===== config.mk =====
export PLATFORM = sky130hd
export DESIGN_NAME = imem_fetch_unit_flat
export DESIGN_NICKNAME = d
export VERILOG_FILES = /design/src/rtl/imem_fetch_unit_if.sv /design/src/rtl/imem_fetch_unit.sv /design/src/flat_wrapper.sv
export SDC_FILE = /design/constraint.sdc
export NUM_CORES = 2
export LEC_CHECK = 0
export BUFFER_PORTS_ARGS = -buffer_cell sky130_fd_sc_hd__buf_2
export CORE_AREA = 2 2 542 544
export DETAILED_ROUTE_END_ITERATION = 8
export DIE_AREA = 0 0 544 546
export GPL_ROUTABILITY_DRIVEN = 0
export GPL_TIMING_DRIVEN = 0
export PLACE_DENSITY_LB_ADDON = 0.05
export SLEW_MARGIN = 5
export SYNTH_ARGS = -nofsm -noshare
export SYNTH_HDL_FRONTEND = slang
export SYNTH_SLANG_ARGS = --single-unit

===== constraint.sdc =====
create_clock -name clk -period 4.4 [get_ports clk]
set_input_delay 0.88 -clock clk [delete_from_list [all_inputs] [get_ports clk]]
set_output_delay 0.88 -clock clk [all_outputs]
set_load 0.1 [all_outputs]

===== src/rtl/imem_fetch_unit_if.sv =====
`default_nettype none
// ============================================================================
//  Module      : imem_fetch_unit_if
//  Description : Fetch request/response, program-load and status bundle
//                for the instruction memory fetch unit.
//  Revision    : 1.0 - initial release
// ============================================================================
interface imem_fetch_unit_if #(
    parameter int INS_W = 32
);
    logic             req_valid;
    logic [31:0]      req_addr;
    logic             req_ready;
    logic             rsp_valid;
    logic             rsp_ready;
    logic [INS_W-1:0] rsp_data;
    logic             rsp_err;
    logic             ld_en;
    logic [31:0]      ld_addr;
    logic [INS_W-1:0] ld_data;
    logic             ld_err;
    logic [31:0]      fetch_cnt;

    // Memory side: accepts requests and loads, produces responses
    modport slave (
        input  req_valid, req_addr, rsp_ready, ld_en, ld_addr, ld_data,
        output req_ready, rsp_valid, rsp_data, rsp_err, ld_err, fetch_cnt
    );

    // Requester side: issues fetches and loads, consumes responses
    modport master (
        output req_valid, req_addr, rsp_ready, ld_en, ld_addr, ld_data,
        input  req_ready, rsp_valid, rsp_data, rsp_err, ld_err, fetch_cnt
    );
endinterface
`default_nettype wire


===== src/rtl/imem_fetch_unit.sv =====
`default_nettype none
// ============================================================================
//  Module      : imem_fetch_unit
//  Description : Word-addressed instruction memory with a 1-cycle fetch
//                port (valid/ready), a concurrent program-load write port,
//                address fault detection and an accepted-fetch counter.
//  Revision    : 1.0 - initial release
// ============================================================================
module imem_fetch_unit #(
    parameter int               INS_ADDRESS = 9,
    parameter int               INS_W       = 32,
    parameter logic [INS_W-1:0] NOP_WORD    = 32'h00000013
) (
    input  wire logic         clk,
    input  wire logic         reset,
    imem_fetch_unit_if.slave  bus
);

    localparam int c_idx_w = INS_ADDRESS - 2;
    localparam int c_depth = 2 ** c_idx_w;

    // Program storage; intentionally never reset
    logic [INS_W-1:0] r_mem [c_depth];

    logic             r_rsp_valid;
    logic [INS_W-1:0] r_rsp_data;
    logic             r_rsp_err;
    logic             r_ld_err;
    logic [31:0]      r_fetch_cnt;

    logic               w_req_fault;
    logic               w_ld_fault;
    logic [c_idx_w-1:0] w_req_idx;
    logic [c_idx_w-1:0] w_ld_idx;
    logic               w_req_ready;
    logic               w_accept;

    // An address is usable only if word aligned and inside the memory window
    assign w_req_fault = (bus.req_addr[1:0] != 2'b00) ||
                         (bus.req_addr[31:INS_ADDRESS] != '0);
    assign w_ld_fault  = (bus.ld_addr[1:0] != 2'b00) ||
                         (bus.ld_addr[31:INS_ADDRESS] != '0);
    assign w_req_idx   = bus.req_addr[INS_ADDRESS-1:2];
    assign w_ld_idx    = bus.ld_addr[INS_ADDRESS-1:2];

    // Ready whenever the output slot is empty or being drained this cycle;
    // forced low directly by the reset level so it drops asynchronously
    assign w_req_ready = reset && (!r_rsp_valid || bus.rsp_ready);
    assign w_accept    = bus.req_valid && w_req_ready;

    // Program-load write; the reset level gates writes issued during reset
    always_ff @(posedge clk) begin
        if (reset && bus.ld_en && !w_ld_fault) begin
            r_mem[w_ld_idx] <= bus.ld_data;
        end
    end

    // Response slot: load on accept, hold while stalled, clear when drained.
    // The read samples pre-write contents, so a same-cycle load is not seen.
    always_ff @(posedge clk or negedge reset) begin
        if (!reset) begin
            r_rsp_valid <= 1'b0;
            r_rsp_data  <= '0;
            r_rsp_err   <= 1'b0;
        end else if (w_accept) begin
            r_rsp_valid <= 1'b1;
            r_rsp_err   <= w_req_fault;
            r_rsp_data  <= w_req_fault ? NOP_WORD : r_mem[w_req_idx];
        end else if (bus.rsp_ready) begin
            r_rsp_valid <= 1'b0;
        end
    end

    // Rejected-load flag lives for exactly the cycle after the bad load
    always_ff @(posedge clk or negedge reset) begin
        if (!reset) begin
            r_ld_err <= 1'b0;
        end else begin
            r_ld_err <= bus.ld_en && w_ld_fault;
        end
    end

    // Accepted-request counter, faulted fetches included; wraps naturally
    always_ff @(posedge clk or negedge reset) begin
        if (!reset) begin
            r_fetch_cnt <= '0;
        end else if (w_accept) begin
            r_fetch_cnt <= r_fetch_cnt + 32'd1;
        end
    end

    assign bus.req_ready = w_req_ready;
    assign bus.rsp_valid = r_rsp_valid;
    assign bus.rsp_data  = r_rsp_data;
    assign bus.rsp_err   = r_rsp_err;
    assign bus.ld_err    = r_ld_err;
    assign bus.fetch_cnt = r_fetch_cnt;

endmodule
`default_nettype wire


===== src/flat_wrapper.sv =====
// flat-port wrapper written by rule: the top's interface ports become plain ports
module imem_fetch_unit_flat 
#(
    parameter int               INS_ADDRESS = 9,
    parameter int               INS_W       = 32,
    parameter logic [INS_W-1:0] NOP_WORD    = 32'h00000013
)
  (clk, reset, bus_req_valid, bus_req_addr, bus_rsp_ready, bus_ld_en, bus_ld_addr, bus_ld_data, bus_req_ready, bus_rsp_valid, bus_rsp_data, bus_rsp_err, bus_ld_err, bus_fetch_cnt);
  imem_fetch_unit_if #(.INS_W(INS_W)) bus_i ();
  input  wire logic clk;
  input  wire logic reset;
  input wire logic [$bits(bus_i.req_valid)-1:0] bus_req_valid;
  input wire logic [$bits(bus_i.req_addr)-1:0] bus_req_addr;
  input wire logic [$bits(bus_i.rsp_ready)-1:0] bus_rsp_ready;
  input wire logic [$bits(bus_i.ld_en)-1:0] bus_ld_en;
  input wire logic [$bits(bus_i.ld_addr)-1:0] bus_ld_addr;
  input wire logic [$bits(bus_i.ld_data)-1:0] bus_ld_data;
  output wire logic [$bits(bus_i.req_ready)-1:0] bus_req_ready;
  output wire logic [$bits(bus_i.rsp_valid)-1:0] bus_rsp_valid;
  output wire logic [$bits(bus_i.rsp_data)-1:0] bus_rsp_data;
  output wire logic [$bits(bus_i.rsp_err)-1:0] bus_rsp_err;
  output wire logic [$bits(bus_i.ld_err)-1:0] bus_ld_err;
  output wire logic [$bits(bus_i.fetch_cnt)-1:0] bus_fetch_cnt;
  assign bus_i.req_valid = bus_req_valid;
  assign bus_i.req_addr = bus_req_addr;
  assign bus_i.rsp_ready = bus_rsp_ready;
  assign bus_i.ld_en = bus_ld_en;
  assign bus_i.ld_addr = bus_ld_addr;
  assign bus_i.ld_data = bus_ld_data;
  assign bus_req_ready = bus_i.req_ready;
  assign bus_rsp_valid = bus_i.rsp_valid;
  assign bus_rsp_data = bus_i.rsp_data;
  assign bus_rsp_err = bus_i.rsp_err;
  assign bus_ld_err = bus_i.ld_err;
  assign bus_fetch_cnt = bus_i.fetch_cnt;
  imem_fetch_unit #(.INS_ADDRESS(INS_ADDRESS), .INS_W(INS_W), .NOP_WORD(NOP_WORD)) u_core (.clk(clk), .reset(reset), .bus(bus_i));
endmodule

==> results.py <==
metrics = {
    "job": {
        "drv_cap": 1,
    },
    "yosys": {
        "synthCells": 7249,
        "syn_nets": 7351,
        "ys_dominant_reg_cell": "edfxtp_1",
        "synth_edf_count": 4096,
        "async_flop_share_pct": 1.61,
        "ys_seq_area_share_pct": 78.2,
        "ys_types": 55,
        "yosys_warnings": 0,
        "syn_avg_cell_area_um2": 22.0,
        "synth_area_um2": 159000,
        "ys_seq_elements": 4163,
    },
    "layout": {
        "synthToLayoutAreaGrowth_pct": 15.7,
        "final_util_pct": 63.1,
        "nNetsFinal": 8123,
        "stdcell_count": 12340,
        "final_area_um2": 184000,
        "drive_gt1_share_pct": 26.9,
    },
    "placed_design": {
        "place.port_buffers": 163,
        "placed_cell_area_um2": 170000,
        "placed_cells": 11516,
        "post-dp-hpwl_um": 327000,
    },
    "grt": {
        "gr-usage-met2_pct": 48.3,
        "use_met3_pct": 7.02,
        "grt_pass1_vias": 79634,
        "grt_use_met1_pct": 43.2,
        "grt.overflow.total": 0,
        "grt_pass1_wl_um": 641000,
        "grt_busiest_layer": "met2",
        "track_usage_pct": 31.6,
        "grt_max_degree": 85,
        "grt_antenna_before_repair": 45,
    },
    "timing": {
        "tns_ns": -1.58,
        "period_needed_ns": 4.58,
        "skew_ns": 0.0436,
        "whs_ns": 0.0764,
        "finalSetupViolCount": 20,
        "finalHoldViolations": 0,
        "max_freq_mhz": 218,
        "setup_slack_ns": -0.182,
        "fin_crit_sh_pct": 104,
        "report.final.slew_viol_count": 0,
        "tightestPinTransition_ns": 1.49,
        "grt_setup_unrepaired": "false",
        "slew_headroom_pct": 0.501,
    },
    "critical_path": {
        "cp.required_ns": 5.26,
        "setup.worst_path.class": "input port to flip-flop",
        "endpoint": "u_core.bus.rsp_data[31]$_DFFE_PN0P_",
        "startpoint": "bus_req_addr[3]",
        "start_kind": "input port",
        "r2r_end": "u_core.bus.rsp_data[6]$_DFFE_PN0P_",
        "critPathCaptureType": "flip-flop",
        "arrival_ns": 5.44,
        "r2r_start": "u_core.bus.rsp_valid$_DFFE_PN0P_",
        "r2r_slack_ns": -0.14,
        "r2r_cells": 8,
        "crit_fanout": 10,
    },
    "clock_tree": {
        "clockRootBuffer": "clkbuf_16",
        "numCtsBuffers": 422,
        "htree_levels": 5,
        "cts_buffer_depth": 4,
        "cts_tree": "done",
        "clock-sinks": 4163,
        "clkLatencyLatePin_ns": 0.96,
        "cts.clk_slew.worst_paths_ns": 0.06,
        "post-cts-setup-buffers": 0,
    },
    "routing": {
        "drt-wirelength-per-cell_um": 37.9,
        "dr_total_vias": 81206,
        "drt.antenna.violating_nets": 0,
        "first_pass_iters": 6,
        "via_per_inst": 6.58,
        "drtIter0Drc": 11731,
        "postRouteWirelength_um": 468000,
        "drc": 0,
    },
    "floorplanning": {
        "ioPinCount": 169,
        "die_w_um": 544,
        "initial_utilization_pct": 54.6,
        "die_y_um": 546,
        "core_um2": 292000,
        "rows": 199,
        "dieArea_um2": 297000,
    },
    "outcome": {
        "outcome": "complete, but fails checks",
        "failed_checks": "max-capacitance violations, negative setup slack",
    },
    "hold_path": {
        "hold_class": "input port to asynchronous set/reset pin",
    },
    "power_and_ir_drop": {
        "p_leak_uw": 0.0583,
        "ir_drop_v": 0.000335,
        "power.density_nw_per_um2": 453,
    },
}
==> sequential cells by signal, summed over array words and instances (netlist names) <==
name                  count
u_core.bus.rsp_valid      1
u_core.bus.ld_err         1
u_core.r_mem           4096
u_core.bus.rsp_data      32
u_core.bus.rsp_err        1
u_core.bus.fetch_cnt     32
==> critical path, cell delays in order <==
cell and delay (ns):
buf_2 0.42, buf_4 0.50, buf_4 0.36, buf_2 0.35, buf_1 1.04, mux4_2 0.42
o22ai_1 0.16, nor4_1 0.90, a32oi_1 0.24, o31ai_1 0.13
==> report_power, final <==
part	leakage, uW	switching, uW	internal (uW)
Sequential	0.0377	32.5	43600
Clock	0.00659	15000	20400
Combinational	0.0140	3170	1370
Total	0.0583	18200	65300
==> cells in the mapped netlist, drive strengths merged (3+ instances only) <==
cell type | count | area [um^2]
or4 | 4 | 30.0
buf | 212 | 1220
and2 | 32 | 200
xor2 | 11 | 96.3
mux2i | 419 | 4190
o211ai | 32 | 240
dfrtp | 67 | 1680
o211a | 3 | 30.0
a22oi | 102 | 766
edfxtp | 4096 | 123000
a41o | 3 | 30.0
nor3 | 35 | 175
o21a | 3 | 22.5
o221ai | 116 | 1020
a21oi | 130 | 651
nand2b | 10 | 62.6
and3 | 5 | 31.3
xnor2 | 20 | 175
nor2b | 42 | 263
mux2 | 28 | 315
nand3 | 80 | 400
nor4 | 74 | 463
a32oi | 29 | 254
inv | 4 | 15.0
a22o | 36 | 315
o31ai | 59 | 443
a211oi | 87 | 653
o21ai | 7 | 35.0
and4 | 4 | 35.0
nand2 | 110 | 413
clkbuf | 207 | 777
a221oi | 12 | 124
nand4 | 6 | 37.5
o22ai | 64 | 400
mux4 | 874 | 19700
nor2 | 156 | 586
o22a | 28 | 245
a31oi | 29 | 181
==> placed cells by master (no fill, tap or decap), types with 26 or more instances in the layout <==
cell       instances
a22o_1            36
o22a_1            28
mux2i_1          419
nor4_2            37
a32oi_1           29
dfrtp_1           67
nor4_1            26
clkinv_1         100
clkbuf_1         265
buf_4             79
o31ai_1           59
o211ai_1          32
bufinv_16         43
a21oi_1          120
mux4_2           874
o22ai_1           64
clkbuf_16        431
nor2_4           128
nor2b_1           42
clkinv_2          78
edfxtp_1        4096
buf_2            254
nand2_1          110
buf_1             28
diode_2           56
a22oi_1          102
nor3_1            35
buf_12            92
buf_16            75
and2_1            32
nand3_1           78
o221ai_1         116
nor2_1            28
mux2_2            28
buf_6             30
a211oi_1          78
a31oi_1           29
==> stage by stage <==
| step | worst slack, ns | total power, uW |
|---|---|---|
| floorplan | 0.330 | 46600 |
| global placement | -4.88 | 48700 |
| detailed placement | -1.81 | 48900 |
| CTS | -0.0193 | 83800 |
| global route | 0.00588 | 85500 |
| finish | -0.182 | 83500 |
==> final cells by class <==
cell class / instances / area (um^2)
Antenna cell: 56 / 140
Clock buffer: 512 / 11100
Clock inverter: 256 / 2400
Sequential cell: 4163 / 125000
Multi-Input combinational cell: 2663 / 34100
Inverter: 4 / 15.0
Fill cell: 19871 / 108000
Buffer: 417 / 2030
Tap cell: 3919 / 4900
Timing Repair Buffer: 350 / 5010
==> cell families (layout without fill, tap and decap cells) <==
kind of cell | after synthesis | count (layout) | share of synthesized area (%)
buffers and inverters | 423 | 1539 | 1.26
other | 0 | 56 | 0
AND/OR/NAND/NOR | 568 | 568 | 1.75
XOR/XNOR | 31 | 31 | 0.170
AO/OA/AOI/OAI | 742 | 742 | 3.40
flip-flops | 4163 | 4163 | 78.2
multiplexers | 1321 | 1321 | 15.2
adder cells (fa/ha/maj) | 1 | 1 | 0.00785
==> worst min-delay path by stage <==
stage / end / cells past startpoint / startpoint / slack, ns
4_1_cts: u_core.bus.fetch_cnt[8]$_DFFE_PN0P_ / 3 / reset / 0.03
2_1_floorplan: u_core.bus.fetch_cnt[0]$_DFFE_PN0P_ / 0 / reset / 0.58
5_1_grt: u_core.bus.fetch_cnt[8]$_DFFE_PN0P_ / 3 / reset / 0.08
3_5_place_dp: u_core.bus.fetch_cnt[31]$_DFFE_PN0P_ / 1 / u_core.bus.fetch_cnt[31]$_DFFE_PN0P_ / 0.46
3_3_place_gp: u_core.bus.fetch_cnt[31]$_DFFE_PN0P_ / 1 / u_core.bus.fetch_cnt[31]$_DFFE_PN0P_ / 0.45
6_report: u_core.bus.fetch_cnt[21]$_DFFE_PN0P_ / 3 / reset / 0.08
==> metal layers <==
metal | up-vias | share of wire (%) | wire length, um
li1 | 32613 | - | -
met1 | 43524 | 38 | 178000
met2 | 4269 | 47 | 219000
met3 | 792 | 9.2 | 43000
met4 | 8 | 5.8 | 27200
met5 | - | 0.051 | 240
==> timing repair <==
item / CTS / global route
setup endpoints to repair: 28 / 17
hold buffers: 2 / 0
resized for setup: 35 / 35
endpoints found under the hold margin: 18 / 0
pin swaps: 0 / 2
No activity file was read; power rests on OpenSTA's default activity.
